**src/rtl/interleaver_pkg.sv**
```systemverilog
// Shared constants, state type and sync-byte helper for the interleaver scheduler.
// No logic of its own; latency and backpressure are defined by the users of this package.
package interleaver_pkg;

   localparam logic [7:0] SYNC_BYTE       = 8'h47;
   localparam logic [7:0] SYNC_BYTE_INV   = 8'hB8;
   localparam int         DEFAULT_PKT_LEN = 204;

   typedef enum logic {S_IDLE, S_XFER} sched_state;

   function automatic logic is_sync(input logic [7:0] b);
      return (b == SYNC_BYTE) || (b == SYNC_BYTE_INV);
   endfunction

endpackage

```
**src/rtl/rr_arbiter.sv**
```systemverilog
// Round-robin pick: first requester at or after ptr, wrapping modulo NUM_CH.
// Latency: purely combinational. Backpressure: none, gnt_valid low when nothing requests.
module rr_arbiter #(
   parameter int NUM_CH = 2
) (
   input  logic [NUM_CH-1:0] req,
   input  logic [2:0]        ptr,
   output logic [2:0]        gnt_id,
   output logic              gnt_valid
);

   // Walk from farthest to nearest so the nearest requester is written last and wins.
   always_comb begin
      int idx;
      gnt_id    = '0;
      gnt_valid = 1'b0;
      idx       = 0;
      for (int k = NUM_CH - 1; k >= 0; k--) begin
         idx = int'(ptr) + k;
         if (idx >= NUM_CH) idx = idx - NUM_CH;
         if (req[idx]) begin
            gnt_id    = 3'(idx);
            gnt_valid = 1'b1;
         end
      end
   end

endmodule

```
**src/rtl/interleaver_scheduler.sv**
```systemverilog
// Packet round-robin share of one interleaver port among NUM_CH byte streams; INTLV_SCHED_TIMEOUT_EN adds stall abort.
// Latency: data/rdy/acpt muxed combinationally; first handshake one cycle after a request in IDLE, zero bubble between packets.
// Backpressure: il_di_acpt goes straight to the granted ch_acpt; stalls hold grant and byte count (or abort on timeout).
module interleaver_scheduler
   import interleaver_pkg::*;
#(
   parameter int NUM_CH      = 2,
   parameter int PKT_LEN     = DEFAULT_PKT_LEN,
   parameter int TIMEOUT_CYC = 1024
) (
   input  logic                  clk,
   input  logic                  reset_n,
   input  logic [NUM_CH-1:0]     ch_rdy,
   output logic [NUM_CH-1:0]     ch_acpt,
   input  logic [8*NUM_CH-1:0]   ch_data,
   input  logic [NUM_CH-1:0]     ch_enable,
   output logic                  il_di_rdy,
   input  logic                  il_di_acpt,
   output logic [7:0]            il_di,
   output logic                  il_enable,
   output logic [2:0]            grant_id,
   output logic                  busy,
   output logic                  pkt_done,
   output logic                  sync_err,
`ifdef INTLV_SCHED_TIMEOUT_EN
   output logic                  timeout,
`endif
   output logic [NUM_CH-1:0]     sync_err_sticky
);

   if (NUM_CH < 2 || NUM_CH > 8 || PKT_LEN < 2 || PKT_LEN > 255 || TIMEOUT_CYC < 2) begin : g_param_err
      $error("interleaver_scheduler: parameter out of range");
   end

   sched_state state;
   logic [7:0] byte_cnt;
   logic [2:0] rr_ptr, ptr_adv, arb_ptr, arb_id;
   logic       arb_vld, hs, last_byte, first_bad, abort, pkt_end;

   assign busy      = (state == S_XFER);
   assign il_di_rdy = busy && ch_rdy[grant_id];
   assign il_di     = ch_data[8*grant_id +: 8];
   assign hs        = il_di_rdy && il_di_acpt;
   assign last_byte = hs && (byte_cnt == 8'(PKT_LEN - 1));
   assign first_bad = hs && (byte_cnt == 8'd0) && !is_sync(il_di);
   assign pkt_end   = last_byte || abort;

   always_comb begin
      ch_acpt = '0;
      for (int i = 0; i < NUM_CH; i++)
         ch_acpt[i] = busy && (grant_id == 3'(i)) && il_di_acpt;
   end

   // At packet end the search must already skip the channel that just finished.
   assign ptr_adv = (grant_id == 3'(NUM_CH - 1)) ? 3'd0 : grant_id + 3'd1;
   assign arb_ptr = busy ? ptr_adv : rr_ptr;

   rr_arbiter #(.NUM_CH(NUM_CH)) u_arb (
      .req       (ch_rdy),
      .ptr       (arb_ptr),
      .gnt_id    (arb_id),
      .gnt_valid (arb_vld)
   );

`ifdef INTLV_SCHED_TIMEOUT_EN
   logic [15:0] stall_cnt;

   assign abort = busy && !hs && (stall_cnt == 16'(TIMEOUT_CYC - 1));

   always_ff @(posedge clk or negedge reset_n) begin
      if (!reset_n) begin
         stall_cnt <= '0;
         timeout   <= 1'b0;
      end else begin
         timeout <= abort;
         if (hs || !busy || pkt_end) stall_cnt <= '0;
         else                        stall_cnt <= stall_cnt + 16'd1;
      end
   end
`else
   assign abort = 1'b0;
`endif

   always_ff @(posedge clk or negedge reset_n) begin
      if (!reset_n) begin
         state           <= S_IDLE;
         byte_cnt        <= '0;
         grant_id        <= '0;
         rr_ptr          <= '0;
         il_enable       <= 1'b0;
         pkt_done        <= 1'b0;
         sync_err        <= 1'b0;
         sync_err_sticky <= '0;
      end else begin
         pkt_done <= last_byte;
         sync_err <= first_bad;
         if (first_bad) sync_err_sticky[grant_id] <= 1'b1;

         if (state == S_IDLE) begin
            if (arb_vld) begin
               state     <= S_XFER;
               byte_cnt  <= '0;
               grant_id  <= arb_id;
               il_enable <= ch_enable[arb_id];
            end
         end else if (pkt_end) begin
            byte_cnt <= '0;
            rr_ptr   <= ptr_adv;
            if (arb_vld) begin
               grant_id  <= arb_id;
               il_enable <= ch_enable[arb_id];
            end else begin
               state <= S_IDLE;
            end
         end else if (hs) begin
            byte_cnt <= byte_cnt + 8'd1;
         end
      end
   end

endmodule

```
**config.mk**
```make
export PLATFORM = sky130hd
export DESIGN_NAME = interleaver_scheduler
export DESIGN_NICKNAME = d
export VERILOG_FILES = /design/src/rtl/interleaver_pkg.sv /design/src/rtl/rr_arbiter.sv /design/src/rtl/interleaver_scheduler.sv
export SDC_FILE = /design/constraint.sdc
export NUM_CORES = 1
export LEC_CHECK = 0
export BUFFER_PORTS_ARGS = -buffer_cell sky130_fd_sc_hd__buf_2
export CAP_MARGIN = 20
export CORE_UTILIZATION = 51
export CTS_CLUSTER_SIZE = 24
export DETAILED_ROUTE_END_ITERATION = 16
export MAX_ROUTING_LAYER = met4
export PLACE_DENSITY = 0.86
export SLEW_MARGIN = 20
export SYNTH_ARGS = -nofsm -noshare
export SYNTH_HDL_FRONTEND = slang
export SYNTH_HIERARCHICAL = 1
export SYNTH_SLANG_ARGS = --single-unit
```
**constraint.sdc**
```tcl
create_clock -name clk -period 3.1 [get_ports clk]
set_input_delay 0.62 -clock clk [delete_from_list [all_inputs] [get_ports clk]]
set_output_delay 0.62 -clock clk [all_outputs]
set_load 0.02 [all_outputs]
```
# After elaboration in Yosys (flattened, before gate mapping)
# Cells that the tools add are included.
[word_totals]
register_bits = 20
inputBits = 23
output_inout_bits = 20
wordCells = 78
[op_classes]
add_sub_neg = 5
magnitude_cmp = 7
eq_ne = 6
shift = 1
n_mux = 33
n_bitwise = 1
n_reduce_logical = 17
[op_table]
columns = ["operator", "count"]
rows = [
  ["less-than comparator 32 x 3 -> 1 bit, second input constant", 2],
  ["2-to-1 mux 32 bit", 2],
  ["greater-or-equal comparator 32 x 3 -> 1 bit, second input constant", 1],
  ["2-to-1 mux 8 bit", 4],
  ["subtractor 32 x 3 -> 32 bit, second input constant", 1],
  ["2-to-1 mux 3 bit", 7],
  ["2-to-1 mux 1 bit", 19],
  ["equality test 8 bit, second input constant", 2],
  ["indexed part select 16 x 7 -> 8 bit", 1],
  ["logical AND 1 bit", 10],
  ["adder 8 x 1 -> 8 bit, second input constant", 1],
  ["equality test 8 x 7 -> 1 bit, second input constant", 1],
  ["zero test 8 bit", 1],
  ["less-than comparator 3 x 2 -> 1 bit, second input constant", 2],
  ["adder 3 x 1 -> 4 bit, second input constant", 1],
  ["AND reduction 2 bit", 2],
  ["subtractor 3 x 2 -> 4 bit, second input constant", 1],
  ["adder 3 x 1 -> 3 bit, second input constant", 1],
  ["equality test 3 x 1 -> 1 bit, second input constant", 1],
  ["greater-or-equal comparator 3 x 1 -> 1 bit, second input constant", 1],
  ["greater-or-equal comparator 3 x 2 -> 1 bit, second input constant", 1],
  ["zero test 3 bit", 1],
  ["inequality test 3 x 1 -> 1 bit, second input constant", 1],
  ["inequality test 2 x 1 -> 1 bit, second input constant", 1],
  ["other kinds (5)", 5],
]

# Depth between registers and ports, before layout
[logic_depth]
depth_word = 16
depth_mapped = 13
mapped_depth_nobuf = 11

# Hierarchy
# The synthesis kept the hierarchy.
[by_module_without_submodules]
columns = ["mod", "instances", "cells_each", "area_each_um2", "seq_area_each_um2"]
rows = [
  ["interleaver_scheduler", 1, 131, 1271.2, 500.5],
  ["rr_arbiter", 1, 23, 143.9, 0.0],
]

# Least setup slack after synthesis
# OpenSTA, ideal clock, no wires.
[synth_path]
path_type = "register -> register"
start = "register grant_id[0]"
end = "register grant_id[2]"
setup_time_ns = 0.128
arrival_ns = 2.473
required_time_ns = 2.972
slack_ns = 0.499
path_stages_with_launch = 14
n_path_buf = 2
period_less_slack_ns = 2.601
path_cell_list = "dfrtp_1 > buf_6 > buf_2 > nand2_1 > nor2_1 > a21oi_1 > a21oi_1 > inv_1 > ha_1 > o21ai_0 > nand2_1 > a22oi_1 > o22ai_1 > mux2_1"
[synth_between]
elab_chain_len = 14
elab_cells_between_ends = 30
cone_classes = "4 x add/sub; 2 x order compare; 2 x eq/ne; 19 x mux; 3 x reduce/logical"
[synth_rtl]
columns = ["element", "line", "rtl"]
rows = [
  ["start, declared", "interleaver_scheduler.sv:21", "output logic [2:0] grant_id,"],
  ["start signal, assigned", "interleaver_scheduler.sv:103", "grant_id <= arb_id;"],
  ["start signal, assigned", "interleaver_scheduler.sv:110", "grant_id <= arb_id;"],
  ["adder 3 x 1 -> 3 bit / equality test 3 x 1 -> 1 bit (equally long branches)", "interleaver_scheduler.sv:55", "assign ptr_adv = (grant_id == 3'(NUM_CH - 1)) ? 3'd0 : grant_id + 3'd1;"],
  ["2-to-1 mux 3 bit (*)", "interleaver_scheduler.sv:55", ""],
  ["2-to-1 mux 3 bit (*)", "interleaver_scheduler.sv:56", "assign arb_ptr = busy ? ptr_adv : rr_ptr;"],
  ["named net arb_ptr[1]", "interleaver_scheduler.sv:37", "logic [2:0] rr_ptr, ptr_adv, arb_ptr, arb_id;"],
  ["adder 3 x 1 -> 4 bit", "rr_arbiter.sv:19", "idx = int'(ptr) + k;"],
  ["greater-or-equal comparator 32 x 3 -> 1 bit", "rr_arbiter.sv:20", "if (idx >= NUM_CH) idx = idx - NUM_CH;"],
  ["2-to-1 mux 32 bit", "rr_arbiter.sv:20", ""],
  ["2-to-1 mux 1 bit (implied by the code) (3 in series)", "rr_arbiter.sv:21", "if (req[idx]) begin"],
  ["2-to-1 mux 3 bit", "rr_arbiter.sv:21", ""],
  ["2-to-1 mux 3 bit (*)", "rr_arbiter.sv:21", ""],
  ["named net arb_id[2]", "interleaver_scheduler.sv:37", ""],
  ["2-to-1 mux 3 bit (*)", "interleaver_scheduler.sv:100, interleaver_scheduler.sv:109", ""],
  ["2-to-1 mux 3 bit", "interleaver_scheduler.sv:106", "end else if (pkt_end) begin"],
  ["2-to-1 mux 3 bit (*)", "interleaver_scheduler.sv:99", "if (state == S_IDLE) begin"],
]
# The timed path passes the listed nets; every way through them passes the cells marked *. The select of a mux whose other input is x is not followed.
# A chain may end at the register's enable or synchronous reset.

# Final worst setup path
# Ends and elaborated chain as after synthesis.

==> results by group <==
Status
  – Outcome: completed

STA
  – Clk_skew: 0.00513 ns
  – Max-slew violations: 0
  – Worst-Margin Slew: between 0.5 and 0.6 ns
  – Fmax: 0.398 GHz
  – Min Clock Period, post-route: roughly 2.5 ns
  – Fin Setup TNS: 0 ns
  – Max_slew headroom: 62.1%
  – Fin. Hold Viols: 0
  – Final WS setup: 0.584 ns
  – Final Setup Violations: 0
  – RSZ-0062 raised after global routing: no
  – Crit share post-route: 81.1%

Clock network
  – Clk_lat worst skew: about 0.29 ns
  – CTS Buf Count: 3
  – Clock transition at the registers of the reported paths: between 0.1 and 0.15 ns
  – Clock Tree Buf Depth: 2
  – CTS Sinks: 20
  – Postcts setup bufs: 0
  – Hold buffers post-CTS: 0
  – Number of gates resized after cts: 0
  – Root buffer cell: clkbuf_4
  – CTS tree: done
  – Htree depth: 1

Route
  – Final antenna-violating net count: 0
  – Final wirelength: 3410 um
  – Via count: ~1400
  – Drt pass-1 iters: 4
  – Vias per cell: 6.05
  – Routed WL per cell: roughly 15 um
  – Initial DRC count: 35
  – DRC: 0

Setup path
  – Slowest cell on the critical path: dfrtp_1
  – Maximum fanout along the worst path: 8
  – Critical Path End Type: flip-flop
  – Worst Path Required: approximately 3.3 ns
  – Most frequent CP cell: a21oi_1
  – Crit start category: flip-flop
  – Max stage delay on crit path: 0.53 ns
  – Arrival @ worst endpoint: 2.70 ns
  – Cell Chain, Critical Path: nand2_1 > nor2_1 > a21oi_1 > a21oi_1 > inv_1 > ha_1 > a31oi_1 > a22oi_1 > o22ai_1 > mux2_1
  – WS Path Type: reg2reg

Place
  – IO buf count: 42
  – Cell Area, Placed: 1630 um^2
  – Placed wire-length estimate: 2630 um
  – Placer Congestion: 0.866
  – Setup slack after placement: 0.619 ns
  – Dpl cells: 221

Logic synthesis
  – Distinct cells, synth: 47
  – Post-synth EDFFs: 0
  – Synth Flop Type: dfrtp_1
  – Mapped Cells: 154
  – Syn Area/Cell: 9.19 um^2
  – Syn Std Cell Area: 1420 um^2
  – Post-Syn Nets: roughly 180
  – Synth warn: 6
  – Async S/R FF share, synth: 100%
  – Register area share after synthesis: 35.4%
  – Yosys reg bits: 20

Layout
  – Cell area after layout: 1660 um^2
  – Final Non-Filler Cells: 224
  – Fin nets: 223
  – Layout cell share with drive strength beyond 1: approximately 30%
  – Filler cell count: 220
  – Register area: 500 um^2
  – Synth-to-layout area growth: 17.1%
  – ANT cells: 0
  – Area of the multi-input gates: 845 um^2
  – Commonest non-fill, non-tap cells in the layout: buf_2 (42), dfrtp_1 (20), nor2_1 (19), a21oi_1 (14), nand2_1 (13)
  – Commonest non-fill, non-tap cell in the layout: buf_2

GRT
  – Vias in the first global route: between 1000 and 1500
  – Largest net degree at the start of global routing: 21
  – Initial antenna violation count: 0
  – Met3 Use GR: a little over 3%
  – Met2 Track Usage GR: 45.4%
  – GR Util met1: between 20 and 30%
  – GR Overflow Total: 0
  – Top Usage Layer GRT: met2
  – First-pass GRT wire length: 5330 um
  – Tot GR Track Use: 25.5%

Floorplanning
  – Die ar.: about 3000 um^2
  – Initial Util: 55.6%
  – Die H: approximately 55 um
  – FP Rows: 18
  – Die width: 54.7 um
  – Core box area: 2540 um^2
  – IO Count: 43

Worst hold path
  – Hold Path Class: in2async

Run
  – Max capacitance violation total: 0

Pwr
  – Leak Pwr: roughly 0.79 nW
  – Worst VDD drop: 0.326 mV
  – Pwr dens: 511 nW/um^2
==> kinds of logic (layout without fill, tap and decap cells) <==
group / after synthesis / after routing / synth area share (%)
xor gates and xnor gates: 3 / 3 / 1.86
adders and majority gates: 4 / 4 / 3.54
AOI/OAI and AO/OA: 35 / 35 / 18.2
buffers and inverters: 15 / 55 / 4.95
and+or+nand+nor: 62 / 62 / 24.3
DFF: 20 / 20 / 35.4
muxes: 15 / 15 / 11.8
==> metal layers <==
metal  share of wire (%)  vias up
met4                 1.6        0
met5                   0        -
met2                  54       40
li1                    -      646
met1                  41      661
met3                 3.4        8
==> through the flow <==
stage	util [%]	hold slack [ns]	power (mW)
6_report	65.1	0.255	0.846
5_1_grt	65.1	0.272	0.905
4_1_cts	65.1	0.273	0.841
3_5_place_dp	64.2	0.465	0.721
3_3_place_gp	64.2	0.450	0.699
2_1_floorplan	-	0.324	0.618
==> synth_stat cells, drive strengths merged (2+ instances only) <==
cell | instances | share of area, %
or2 | 2 | 0.88
xnor2 | 2 | 1.2
nor4 | 2 | 1.9
or3 | 3 | 1.7
o21ai | 3 | 1.1
nand4 | 3 | 1.3
nor3b | 4 | 2.1
mux2i | 12 | 9.4
clkbuf | 2 | 0.53
ha | 4 | 3.5
buf | 4 | 2.0
inv | 9 | 2.4
nand2 | 14 | 3.9
nor3 | 3 | 1.1
dfrtp | 20 | 35
mux2 | 3 | 2.4
o31ai | 4 | 2.1
a41o | 2 | 1.4
nor2 | 19 | 5.0
o22ai | 2 | 0.88
a21oi | 14 | 5.0
o41ai | 2 | 2.6
a31oi | 2 | 0.88
or4 | 4 | 2.1
==> worst max-delay path, delay by kind of cell (launching register included) <==
family	cells	cell delay, ns
AOI/OAI and AO/OA	5	0.90
DFF	1	0.53
adders and majority gates	1	0.38
muxes	1	0.29
and+or+nand+nor	2	0.18
buffers and inverters	1	0.13
==> layout make-up <==
type | instances | share of cell area, %
Clock buffer | 3 | 1.36
Inverter | 9 | 2.04
Multi-Input combinational cell | 119 | 51.0
Sequential cell | 20 | 30.2
Tap cell | 30 | 2.27
Timing Repair Buffer | 43 | 13.1
==> worst paths after layout <==
path,slack [ns],cells past startpoint,from,end
min in group clk,0.51,1,sync_err_sticky[1],sync_err_sticky[1]
max in group asynchronous,2.52,1,reset_n,sync_err
min reg2reg,0.51,1,sync_err_sticky[1],sync_err_sticky[1]
min,0.25,1,reset_n,il_enable
max,0.58,10,grant_id[0],grant_id[2]
max reg2reg,0.58,10,grant_id[0],grant_id[2]
==> where the power goes <==
group          leakage (nW)  internal [mW]  switching, mW  total (mW)
clock                0.0138         0.0452         0.0788       0.124
sequential            0.251          0.307         0.0529       0.360
combinational         0.525          0.148          0.214       0.362
==> state kept, by name, summed over array words and instances (netlist names) <==
register         flops
busy                 1
byte_cnt             8
grant_id             3
il_enable            1
pkt_done             1
rr_ptr               3
sync_err             1
sync_err_sticky      2
Power figures use the tool's default switching activity.
